`src/rtl/dmem_lsu.sv`:
```
// dmem_lsu: RV32I load/store unit, sub-word stores via read-modify-write; define MISALIGN_TRAP_EN to flag misaligned/illegal accesses
module dmem_lsu #(
  parameter int ADDR_W = 32,
  parameter int DATA_W = 32
) (
  input  logic              clk,
  input  logic              rst,
  input  logic              req_valid,
  input  logic              req_we,
  input  logic [2:0]        req_funct3,
  input  logic [ADDR_W-1:0] req_addr,
  input  logic [DATA_W-1:0] req_wdata,
  output logic [DATA_W-1:0] load_data,
  output logic              lsu_stall,
  output logic              misalign,
  output logic [ADDR_W-1:0] mem_adr,
  output logic              mem_we,
  output logic [DATA_W-1:0] mem_wdata,
  input  logic [DATA_W-1:0] mem_rdata
);
  typedef enum logic {IDLE, MERGE} state_t;
  state_t state, state_n;
  logic [DATA_W-1:0] merge, merge_n, rep, shifted, ext;
  logic [ADDR_W-1:0] adr_q;
  logic [1:0] sz;
  logic [3:0] be;
  logic [4:0] sh;
  logic illegal, bad, active, go;
  assign illegal = (req_funct3 == 3'b011) | (req_funct3[2] & req_funct3[1]);
`ifdef MISALIGN_TRAP_EN
  assign sz = req_funct3[1:0];
  assign bad = illegal | (sz == 2'b01 & req_addr[0]) | (sz == 2'b10 & |req_addr[1:0]);
`else
  assign sz = illegal ? 2'b10 : req_funct3[1:0];
  assign bad = 1'b0;
`endif
  assign active = ~rst & req_valid & (state == IDLE);
  assign go = active & ~bad;
  // lane selection, load extension, byte-lane merge and memory port drive
  always_comb begin
    be = sz == 2'b00 ? 4'b0001 << req_addr[1:0] : sz == 2'b01 ? (req_addr[1] ? 4'b1100 : 4'b0011) : 4'b1111;
    rep = sz == 2'b00 ? {4{req_wdata[7:0]}} : {2{req_wdata[15:0]}};
    merge_n = mem_rdata;
    for (int i = 0; i < 4; i++) merge_n[8*i +: 8] = be[i] ? rep[8*i +: 8] : mem_rdata[8*i +: 8];
    sh = sz == 2'b00 ? {req_addr[1:0], 3'b000} : {req_addr[1], 4'b0000};
    shifted = mem_rdata >> sh;
    ext = sz == 2'b00 ? {{24{~req_funct3[2] & shifted[7]}}, shifted[7:0]}
        : sz == 2'b01 ? {{16{~req_funct3[2] & shifted[15]}}, shifted[15:0]} : mem_rdata;
    load_data = (go & ~req_we) ? ext : '0;
    misalign = active & bad;
    lsu_stall = go & req_we & (sz != 2'b10);
    mem_we = ~rst & ((state == MERGE) | (go & req_we & (sz == 2'b10)));
    mem_adr = state == MERGE ? adr_q : {req_addr[ADDR_W-1:2], 2'b00};
    mem_wdata = state == MERGE ? merge : req_wdata;
    state_n = lsu_stall ? MERGE : IDLE;
  end
  // state register plus merged word and word address held for the write cycle
  always_ff @(posedge clk) begin
    if (rst) begin
      state <= IDLE;
      merge <= '0;
      adr_q <= '0;
    end else begin
      state <= state_n;
      if (lsu_stall) begin
        merge <= merge_n;
        adr_q <= mem_adr;
      end
    end
  end
endmodule

```
`config.mk`:
```
export PLATFORM = sky130hd
export DESIGN_NAME = dmem_lsu
export DESIGN_NICKNAME = d
export VERILOG_FILES = /design/src/rtl/dmem_lsu.sv
export SDC_FILE = /design/constraint.sdc
export NUM_CORES = 1
export LEC_CHECK = 0
export ABC_AREA = 1
export BUFFER_PORTS_ARGS = -buffer_cell sky130_fd_sc_hd__buf_2
export CELL_PAD_IN_SITES_DETAIL_PLACEMENT = 0
export CELL_PAD_IN_SITES_GLOBAL_PLACEMENT = 1
export CORE_MARGIN = 4
export CORE_UTILIZATION = 31
export DETAILED_ROUTE_END_ITERATION = 16
export PLACE_DENSITY_LB_ADDON = 0.1
export SLEW_MARGIN = 10
export SYNTH_ARGS = -nofsm -noshare
export SYNTH_HDL_FRONTEND = slang
export SYNTH_SLANG_ARGS = --single-unit
export TNS_END_PERCENT = 20
```
`constraint.sdc`:
```
create_clock -name clk -period 2.28 [get_ports clk]
set_clock_uncertainty 0.15 [all_clocks]
set_input_delay 0.456 -clock clk [delete_from_list [all_inputs] [get_ports clk]]
set_output_delay 0.456 -clock clk [all_outputs]
set_load 0.02 [all_outputs]
```
==> summary.md <==
| Metric | Value |
|---|---|
| Status | finished with violations |
| Failing checks | negative setup slack |
| DP HPWL | 13200 um |
| CTS tree | done |
| Cells after synthesis | 736 |
| CP Capture Type | primary output |
| # Max-Cap Violations | 0 |
| Layout filler cell count | 1540 |
| Share of layout cells above drive strength 1 | 33.3% |
| Post-synth EDFFs | 0 |
| DRT antenna net count | 0 |
| Syn_area_per_cell | 6.04 um2 |
| Vias per Instance | roughly 4.8 |
| Worst Setup Slack, final | -0.00522 ns |
| Final setup viols | 2 |
| Area Growth Syn to Fin | 43.9% |
| First-pass GRT wire length | 26400 um |
| Primary FF master, synth | dfxtp_1 |
| NetSw | around 1.1 mW |
| Required @ worst endpoint | between 1.5 and 2 ns |
| Placeable Area | approximately 14000 um2 |
| WS Path Type | in -> out |
| H-tree depth | 3 |
| Setup TNS | -0.00841 ns |
| Die Width | roughly 130 um |
| Initial Util | a little under a third |
| Synth cell types | 30 |
| Worst R2R Start | state |
| Mapped Nets | 839 |
| Routed length per instance | roughly 15 um |
| Initial drt markers | between 300 and 400 |
| Largest net degree at the start of global routing | 73 |
| Site row count | 43 |
| I/O pins | 202 |
| DR pass1 iterations | 5 |
| HP Class | in -> reg |
| Flop2flop setup slack | slightly below 0.5 ns |
| Hold_buf cts | 0 |
| Minimum clock period | around 2.3 ns |
| Hold Path Sink | merge[23] |
| PortBufs | 200 |
| Netlist Area Pre-Place | 4440 um2 |
| Commonest non-fill, non-tap cell in the layout | nand2_1 |
| Post-Route WL | approximately 17000 um |
| CTS Sinks | 65 |
| Switching Share | between 30% and 40% |
| R2R depth | 8 |
| Async set-or-reset flop fraction in the synthesized netlist | 0% |
| Critical path arrival | between 1.5 and 2 ns |
| Static leakage | ~3.2 nW |
| Commonest non-fill, non-tap cells in the layout | 211 x nand2_1, 173 x buf_2, 132 x o21ai_0 |
| Setup crit start kind | primary input |
| Clock root cell | clkbuf_16 |
| Logic pwr share | between 20% and 30% |
| Vias in the first global route | roughly 5000 |
| Final nets | slightly above 1000 |
| Period utilization | 100% |
| GPL Wtd Cong | around 0.9 |
| Die H | about 130 um |
| Drt drc | 0 |
| Synth Warn # | 0 |
| Via Count | approximately 5300 |
| Initial antenna violation count | 4 |
| Clk slew on worst S/H paths | around 0.05 ns |
| TritonCTS Buffers | 9 |
| Clock Path Buffers | 2 |
| Pwr/cell area | around 540 nW/um2 |
| RSZ-0062 raised after global routing | true |
| Die area | 16300 um2 |
| Sequential share of power | 34.5% |
| Hold depth | 3 |
| Sequential area share after synthesis | between 20% and 30% |
| Total gr overflow | 0 |
| Hold Crit Start | req_wdata[7] |
| Critical Path Fanout Max | 8 |
| FF+latch count, synth | 65 |
| R2R Path End | adr_q[25] |
| VDD IR max | between 300 and 400 uV |
| Clock network fraction of design power | between 40 and 50% |
| Final hold viol count | 0 |
| Later-pin clock latency in the skew report | 0.32 ns |
| Internal power | around 2.4 mW |
| Max Freq | roughly 0.44 GHz |
| Pins Over Slew Limit | 0 |
| Global Route Usage Sum | between 20% and 30% |
| Fin util | between 40% and 50% |
## cells in the mapped netlist (all sizes together), types with 8 or more instances
| cell | n | area [um2] |
|---|---|---|
| a21oi | 60 | 300 |
| a31oi | 8 | 50.1 |
| buf | 29 | 179 |
| clkbuf | 20 | 75.1 |
| dfxtp | 65 | 1300 |
| inv | 82 | 308 |
| nand2 | 223 | 885 |
| nand3 | 14 | 87.6 |
| nor2 | 64 | 315 |
| o21a | 8 | 60.1 |
| o21ai | 142 | 726 |
| o21bai | 16 | 120 |
## state kept, by name, indices dropped and copies added (netlist names)
signal / cells
adr_q: 32
state: 1
merge: 32
## metrics by stage
step | hold WS [ns] | area [um2] | instances | power [mW] | worst slack [ns]
3_3_place_gp | 0.282 | 5710 | 1093 | 2.02 | 0.0367
5_1_grt | 0.268 | 6400 | 1119 | 3.63 | -0.0911
4_1_cts | 0.248 | 6030 | 1109 | 3.42 | -0.000650
2_1_floorplan | 0.275 | 4440 | 736 | 1.69 | 0.0715
6_report | 0.262 | 6400 | 1119 | 3.44 | -0.00522
3_5_place_dp | 0.288 | 5710 | 1093 | 2.02 | -0.0204
## worst max-delay path, stage by stage
cell	delay [ns]
buf_12	0.10
nor2_4	0.17
nand2_4	0.12
nand2_2	0.09
nand3_2	0.08
nand3_2	0.09
nand2_2	0.07
nand2_4	0.14
clkbuf_16	0.18
nor2_2	0.04
buf_6	0.13
## cells by family after synthesis
kind of cell	after synthesis	synth area share [%]
AO/OA/AOI/OAI	236	28.6
buffers and inverters	131	12.6
flip-flops	65	29.3
other	1	0.0844
AND/OR/NAND/NOR	303	29.4
## layer usage
metal | up-vias | GRT usage [%] | routed length [um]
met4 | 6 | 6.37 | 451
met3 | 29 | 5.50 | 1420
met5 | - | 0 | 27
met2 | 200 | 31.9 | 7850
li1 | 2772 | - | -
met1 | 2342 | 26.8 | 7530
## worst max path at each step
stage / startpoint / cells after the start / slack [ns] / to
5_1_grt: req_funct3[0] / 11 / -0.09 / load_data[25]
6_report: req_funct3[0] / 11 / -0.005 / load_data[25]
3_3_place_gp: req_funct3[1] / 9 / 0.04 / load_data[5]
3_5_place_dp: req_funct3[0] / 11 / -0.02 / load_data[13]
2_1_floorplan: rst / 6 / 0.07 / load_data[0]
4_1_cts: req_funct3[1] / 11 / -0.0006 / load_data[18]
## power groups by stage
stage / sequential, mW / clock [mW] / combinational, mW
after global routing: 1.19 / 1.48 / 0.962
after floorplan: 1.21 / 0 / 0.484
after global placement: 1.21 / 0 / 0.805
after CTS: 1.19 / 1.42 / 0.812
after detailed placement: 1.21 / 0 / 0.807
final: 1.19 / 1.38 / 0.871
## final cells by class
type                       count  area (um2)  share of cell area [%]
timing repair buffer         234        1570                    24.5
multi-input combinational    541        2680                    41.9
clock buffer                  10         239                    3.74
sequential                    65        1300                    20.4
clock inverter                 6        66.3                    1.04
antenna                        1        2.50                  0.0391
inverter                      82         310                    4.85
tap                          180         225                    3.52
## repair_timing
action / CTS / global route
buffers inserted: 0 / 5
hold endpoints to repair: 0 / 0
setup endpoints to repair: 3 / 46
pin swaps: 0 / 8
gates cloned: 0 / 4
gates resized for setup: 3 / 83
Power figures use the tool's default switching activity.
